**src/rtl/intctl_pkg.sv**
```systemverilog
// intctl_pkg: shared constants and helpers for the intctl interrupt controller.
//   IDX_*           register word indices (address bits [31:2])
//   RDATA_UNMAPPED  read data returned for unmapped addresses
//   RESP_OKAY       AXI response code used for every transfer
//   lowest_set()    priority encoder returning {valid, index[4:0]}
package intctl_pkg;

  localparam logic [29:0] IDX_RAW     = 30'd0;
  localparam logic [29:0] IDX_ENABLE  = 30'd1;
  localparam logic [29:0] IDX_MODE    = 30'd2;
  localparam logic [29:0] IDX_PENDING = 30'd3;
  localparam logic [29:0] IDX_CLAIM   = 30'd4;

  localparam logic [31:0] RDATA_UNMAPPED = 32'h5555_5555;
  localparam logic [1:0]  RESP_OKAY      = 2'b00;

  // Returns {1'b1, index} of the lowest set bit, or all zeros when vec == 0.
  function automatic logic [5:0] lowest_set(input logic [31:0] vec);
    logic [5:0] res;
    res = '0;
    for (int unsigned i = 32; i > 0; i--) begin
      if (vec[i-1]) begin
        res = {1'b1, 5'(i - 1)};
      end
    end
    return res;
  endfunction

endpackage

```
**src/rtl/intctl_irq_sync_edge.sv**
```systemverilog
// irq_sync_edge: per-source 2-flop synchronizer plus a delayed copy for
// rising-edge detection.
//   clk_i    clock
//   rst_i    synchronous active-high reset
//   irq_i    asynchronous interrupt line
//   level_o  synchronized level (sync2)
//   rise_o   sync2 & ~sync2_d
module irq_sync_edge
  import intctl_pkg::*;
(
  input  logic clk_i,
  input  logic rst_i,
  input  logic irq_i,
  output logic level_o,
  output logic rise_o
);

  logic sync1_q;
  logic sync2_q;
  logic sync2_dly_q;

  always_ff @(posedge clk_i) begin
    if (rst_i) begin
      sync1_q     <= 1'b0;
      sync2_q     <= 1'b0;
      sync2_dly_q <= 1'b0;
    end else begin
      sync1_q     <= irq_i;
      sync2_q     <= sync1_q;
      sync2_dly_q <= sync2_q;
    end
  end

  assign level_o = sync2_q;
  assign rise_o  = sync2_q & ~sync2_dly_q;

endmodule

```
**src/rtl/intctl.sv**
```systemverilog
// intctl: AXI4-Lite interrupt controller.
//   aclk / areset        clock, synchronous active-high reset
//   irq_in[NUM_IRQ]      peripheral interrupt lines (asynchronous levels)
//   irq_out              registered |(PENDING & ENABLE) to the CPU
//   s_axi_ar*/r*         read channel, one read outstanding
//   s_axi_aw*/w*/b*      write channel, address and data accepted together
// Registers (addr[31:2]): 0 RAW, 1 ENABLE, 2 MODE, 3 PENDING (W1C), 4 CLAIM.
module intctl
  import intctl_pkg::*;
#(
  parameter int unsigned NUM_IRQ = 8
) (
  input  logic               aclk,
  input  logic               areset,
  input  logic [NUM_IRQ-1:0] irq_in,
  output logic               irq_out,

  input  logic               s_axi_arvalid,
  output logic               s_axi_arready,
  input  logic [31:0]        s_axi_araddr,
  input  logic [2:0]         s_axi_arprot,
  output logic               s_axi_rvalid,
  input  logic               s_axi_rready,
  output logic [31:0]        s_axi_rdata,
  output logic [1:0]         s_axi_rresp,

  input  logic               s_axi_awvalid,
  output logic               s_axi_awready,
  input  logic [31:0]        s_axi_awaddr,
  input  logic [2:0]         s_axi_awprot,
  input  logic               s_axi_wvalid,
  output logic               s_axi_wready,
  input  logic [31:0]        s_axi_wdata,
  input  logic [3:0]         s_axi_wstrb,
  output logic               s_axi_bvalid,
  input  logic               s_axi_bready,
  output logic [1:0]         s_axi_bresp
);

  logic [NUM_IRQ-1:0] raw;
  logic [NUM_IRQ-1:0] rise;

  logic [NUM_IRQ-1:0] enable_q, enable_d;
  logic [NUM_IRQ-1:0] mode_q, mode_d;
  logic [NUM_IRQ-1:0] pending_q, pending_d;
  logic [NUM_IRQ-1:0] mode_chg;
  logic [NUM_IRQ-1:0] w1c;
  logic [NUM_IRQ-1:0] active;
  logic               irq_q;
  logic               rvalid_q, rvalid_d;
  logic [31:0]        rdata_q, rdata_d;
  logic               bvalid_q, bvalid_d;

  logic               rd_acc;
  logic               wr_acc;
  logic [29:0]        ridx;
  logic [29:0]        widx;
  logic [31:0]        wmask_full;
  logic [NUM_IRQ-1:0] wmask;
  logic [NUM_IRQ-1:0] wbits;
  logic [5:0]         claim_sel;
  logic [31:0]        claim;
  logic [31:0]        rd_val;

  for (genvar g = 0; g < NUM_IRQ; g++) begin : g_src
    irq_sync_edge u_sync (
      .clk_i   (aclk),
      .rst_i   (areset),
      .irq_i   (irq_in[g]),
      .level_o (raw[g]),
      .rise_o  (rise[g])
    );
  end

  assign rd_acc = s_axi_arvalid & ~rvalid_q;
  assign wr_acc = s_axi_awvalid & s_axi_wvalid & ~bvalid_q;

  assign s_axi_arready = ~rvalid_q;
  assign s_axi_awready = wr_acc;
  assign s_axi_wready  = wr_acc;

  assign ridx = s_axi_araddr[31:2];
  assign widx = s_axi_awaddr[31:2];

  assign wmask_full = {{8{s_axi_wstrb[3]}}, {8{s_axi_wstrb[2]}},
                       {8{s_axi_wstrb[1]}}, {8{s_axi_wstrb[0]}}};
  assign wmask      = wmask_full[NUM_IRQ-1:0];
  assign wbits      = s_axi_wdata[NUM_IRQ-1:0];

  assign active    = pending_q & enable_q;
  assign claim_sel = lowest_set(32'(active));
  assign claim     = {claim_sel[5], 26'd0, claim_sel[4:0]};

  always_comb begin
    rd_val = RDATA_UNMAPPED;
    case (ridx)
      IDX_RAW:     rd_val = 32'(raw);
      IDX_ENABLE:  rd_val = 32'(enable_q);
      IDX_MODE:    rd_val = 32'(mode_q);
      IDX_PENDING: rd_val = 32'(pending_q);
      IDX_CLAIM:   rd_val = claim;
      default:     rd_val = RDATA_UNMAPPED;
    endcase
  end

  always_comb begin
    enable_d = enable_q;
    mode_d   = mode_q;
    mode_chg = '0;
    w1c      = '0;
    if (wr_acc) begin
      case (widx)
        IDX_ENABLE: enable_d = (enable_q & ~wmask) | (wbits & wmask);
        IDX_MODE: begin
          mode_d   = (mode_q & ~wmask) | (wbits & wmask);
          mode_chg = mode_q ^ mode_d;
        end
        IDX_PENDING: w1c = wbits & wmask;
        default: ;
      endcase
    end

    // Edge sources: a new rise beats a W1C in the same cycle. Level sources
    // just follow sync2. A mode change then clears the affected bits,
    // overriding both.
    pending_d = ((mode_q & (rise | (pending_q & ~w1c))) | (~mode_q & raw)) & ~mode_chg;

    rvalid_d = rvalid_q;
    rdata_d  = rdata_q;
    if (rd_acc) begin
      rvalid_d = 1'b1;
      rdata_d  = rd_val;
    end else if (s_axi_rready) begin
      rvalid_d = 1'b0;
    end

    bvalid_d = bvalid_q;
    if (wr_acc) begin
      bvalid_d = 1'b1;
    end else if (s_axi_bready) begin
      bvalid_d = 1'b0;
    end
  end

  always_ff @(posedge aclk) begin
    if (areset) begin
      enable_q  <= '0;
      mode_q    <= '0;
      pending_q <= '0;
      irq_q     <= 1'b0;
      rvalid_q  <= 1'b0;
      rdata_q   <= '0;
      bvalid_q  <= 1'b0;
    end else begin
      enable_q  <= enable_d;
      mode_q    <= mode_d;
      pending_q <= pending_d;
      irq_q     <= |active;
      rvalid_q  <= rvalid_d;
      rdata_q   <= rdata_d;
      bvalid_q  <= bvalid_d;
    end
  end

  assign irq_out      = irq_q;
  assign s_axi_rvalid = rvalid_q;
  assign s_axi_rdata  = rdata_q;
  assign s_axi_rresp  = RESP_OKAY;
  assign s_axi_bvalid = bvalid_q;
  assign s_axi_bresp  = RESP_OKAY;

  logic unused_bits;
  assign unused_bits = ^{s_axi_arprot, s_axi_awprot, s_axi_araddr[1:0],
                         s_axi_awaddr[1:0], wmask_full[31:NUM_IRQ],
                         s_axi_wdata[31:NUM_IRQ]};

endmodule
```
**config.mk**
```make
export PLATFORM = sky130hd
export DESIGN_NAME = intctl
export DESIGN_NICKNAME = d
export VERILOG_FILES = /design/src/rtl/intctl_pkg.sv /design/src/rtl/intctl_irq_sync_edge.sv /design/src/rtl/intctl.sv
export SDC_FILE = /design/constraint.sdc
export NUM_CORES = 1
export LEC_CHECK = 0
export ABC_CLOCK_PERIOD_IN_PS = 1800
export CAP_MARGIN = 20
export CORE_AREA = 2 2 92 94
export DETAILED_ROUTE_END_ITERATION = 6
export DIE_AREA = 0 0 94 96
export PLACE_DENSITY = 0.78
export SLEW_MARGIN = 20
export SYNTH_ARGS = -nofsm -noshare
export SYNTH_HDL_FRONTEND = slang
export SYNTH_SLANG_ARGS = --single-unit
```
**constraint.sdc**
```tcl
create_clock -name aclk -period 1.8 [get_ports aclk]
set_input_delay 0.18 -clock aclk [delete_from_list [all_inputs] [get_ports aclk]]
set_output_delay 0.18 -clock aclk [all_outputs]
set_load 0.05 [all_outputs]
```
==> flow_summary_export.csv <==
group,metric,value,unit
run_status,status,"complete, no violations",
placed_design,port_buffers,110,
sta,timing_hold_violations_final,0,
clocking,cts_hold_buf,0,
pwr,irDropWorstVdd,0.445,mV
clocking,clock_path_buffers,2,
floorplanning,boundaryPins,163,
worst_setup_path,worstSetupStartpointType,"primary input",
logic_synthesis,ys_seq_area_share,40.3,%
floorplanning,die_height,96,µm
worst_setup_path,crit_path_max_incr_delay,0.51,ns
detailed_routing,vias,2841,
detailed_routing,drtIter0Drc,151,
sta,worstMarginPinSlew,0.548,ns
floorplanning,start_util,37.6,%
job,cap_viol_max_count,0,
cells_and_area,drive_above_1_share,15.8,%
clocking,cts.sinks,61,
cells_and_area,antenna_cells,0,
cells_and_area,seqCellArea,1230,µm²
detailed_routing,ant_nets,0,
logic_synthesis,synthCells,335,
detailed_routing,drt-vias-per-instance,5.06,
sta,setup_tns,0,ns
worst_setup_path,path_cells,"clkdlybuf4s50_1 > nor4_1 > nand4_1 > or4_4 > buf_6 > mux2i_1 > nor2_1",
clocking,cts_buffers,9,
clocking,clkLatencyLatePin,0.34,ns
detailed_routing,drcViolationCount,0,
sta,relSlewSlack,63.5,%
grt,grt_pass1_wl,12.3,mm
logic_synthesis,synth_top_flop_cell,"dfxtp_1",
pwr,swShare,28.1,%
pwr,power.leakage,0.00171,µW
logic_synthesis,yosysWarnings,0,
cells_and_area,final_cell_mix,"clkdlybuf4s50_1, dfxtp_1, buf_4, nor2_1, nor2b_1",
pwr,clkPwrFrac,31.7,%
logic_synthesis,ys_types,39,
clocking,cts_tree,"done",
pwr,p_switching,850,µW
pwr,power_density,678,nW/µm²
sta,setup_viol,0,
sta,fin_worst_hold_slack,0.319,ns
sta,max_freq,578,MHz
hold_path,min_path_type,"primary input to flip-flop",
sta,fin_crit_sh,96.1,%
worst_setup_path,r2r-start,"s_axi_bvalid",
placed_design,post-dp-hpwl,5.79,mm
cells_and_area,post-route-util,55.4,%
cells_and_area,layout_commonest_cell,"clkdlybuf4s50_1",
worst_setup_path,critPathLaunch,"s_axi_awaddr[16]",
cells_and_area,multi_input_area,1640,µm²
logic_synthesis,synth_seq_cells,61,
pwr,seqPwrFrac,46.9,%
clocking,cts.htree.levels,3,
sta,finClkSkew,0.00923,ns
logic_synthesis,synth_area,3030,µm²
grt,gr-total-overflow,0,
floorplanning,num_rows,33,
hold_path,min_from,"areset",
logic_synthesis,async_flop_share,0,%
grt,track_usage,17.4,%
logic_synthesis,synth.avg_cell_area,9.04,µm²
clocking,cts-resized-gates,0,
pwr,intPower,2170,µW
clocking,clockRootBuffer,"clkbuf_8",
cells_and_area,fin_cells,562,
placed_design,dp.cells,547,
detailed_routing,totalWireLength,7.49,mm
pwr,pwr-share-comb,21.4,%
worst_setup_path,crit_slowest_cell,"or4_4",
floorplanning,dieArea,9020,µm²
detailed_routing,first_pass_iters,4,
sta,drv_slew,0,
grt,antenna_found_initial,0,
logic_synthesis,synth_edf_count,0,
worst_setup_path,required,2.01,ns
placed_design,gp_congestion,0.809,
floorplanning,coreArea,8050,µm²
cells_and_area,syn_to_final_growth,47.3,%
clocking,cts_setup_buffers,0,
worst_setup_path,crit_arrival,1.93,ns
worst_setup_path,endpoint_kind,"flip-flop",
grt,grt_pass1_vias,2743,
detailed_routing,wire_per_inst,13.3,µm
worst_setup_path,path_class,"primary input to flip-flop",
floorplanning,dieWidth,94,µm
grt,grt_max_degree,35,
sta,fin_crit,1.73,ns
cells_and_area,nNetsFinal,574,
worst_setup_path,critical_path.max_fanout,8,
clocking,clkSlewWorstSetupHoldPaths,0.06,ns
cells_and_area,fill_cells,683,
-- routing by layer --
| metal | track usage (%) | wire, µm | up-vias |
|---|---|---|---|
| li1 | - | - | 1418 |
| met1 | 19.8 | 3090 | 1310 |
| met2 | 29.2 | 3710 | 102 |
| met3 | 7.28 | 562 | 11 |
| met4 | 6.52 | 123 | 0 |
| met5 | 0 | 0 | - |
-- per-stage QoR --
step	power (µW)	setup WS [ns]	cell area [µm²]
3_3_place_gp	2080	-0.245	4280
4_1_cts	3060	0.0495	4430
2_1_floorplan	1830	-0.0196	3120
5_1_grt	3170	-0.0446	4460
3_5_place_dp	2090	-0.290	4280
6_report	3020	0.0707	4460
-- Yosys cell counts (2+ instances only) --
| library cell | n | share of area [%] |
|---|---|---|
| nand3_1 | 18 | 3.0 |
| clkbuf_1 | 11 | 1.4 |
| nor2b_1 | 27 | 5.6 |
| inv_1 | 5 | 0.62 |
| mux2_2 | 3 | 1.1 |
| a22oi_1 | 11 | 2.7 |
| a211oi_1 | 9 | 2.2 |
| nand2_1 | 24 | 3.0 |
| buf_4 | 27 | 6.7 |
| o21bai_1 | 4 | 0.99 |
| mux2i_1 | 26 | 8.6 |
| a21oi_1 | 7 | 1.2 |
| nor2_1 | 27 | 3.3 |
| nor3_1 | 6 | 0.99 |
| o21ai_0 | 10 | 1.7 |
| a32oi_1 | 3 | 0.87 |
| a22o_1 | 11 | 3.2 |
| nor4_1 | 12 | 2.5 |
| buf_2 | 2 | 0.33 |
| a31oi_1 | 4 | 0.83 |
| nand4_1 | 7 | 1.4 |
| dfxtp_1 | 61 | 40 |
| mux4_2 | 4 | 3.0 |
-- kinds of logic after synthesis --
logic type	Yosys count	synth area share, %
mux	33	12.7
flops	61	40.3
other cells	1	0.124
buf+inv	46	9.13
compound gates	63	14.7
simple gates	131	23.0
-- worst max-delay path, delay by kind of cell --
family / cells / cell delay, ns
buffers and inverters: 2 / 0.57
AND/OR/NAND/NOR: 4 / 1.03
multiplexers: 1 / 0.16
-- power groups by stage --
stage	sequential (µW)	combinational (µW)	clock [µW]
final	1420	647	958
after global routing	1430	686	1060
after CTS	1420	643	994
after detailed placement	1450	642	0
after global placement	1450	633	0
after floorplan	1480	345	0
-- path summary, 6_finish.rpt --
path | to | slack (ns) | depth (start not counted)
min | mode_q[6] | 0.32 | 2
max reg2reg | flip-flop | 0.15 | 7
min reg2reg | g_src[5].u_sync.level_o | 0.43 | 1
max | mode_q[5] | 0.07 | 7
-- layout make-up --
cell class                      instances  share of cell area [%]
Timing Repair Buffer                  134                    29.0
Sequential cell                        61                    27.5
Clock buffer                           12                    3.03
Tap cell                              105                    2.94
Multi-Input combinational cell        242                    36.7
Clock inverter                          3                   0.336
Inverter                                5                   0.505
Note: power is estimated with default switching activity, not from simulation.
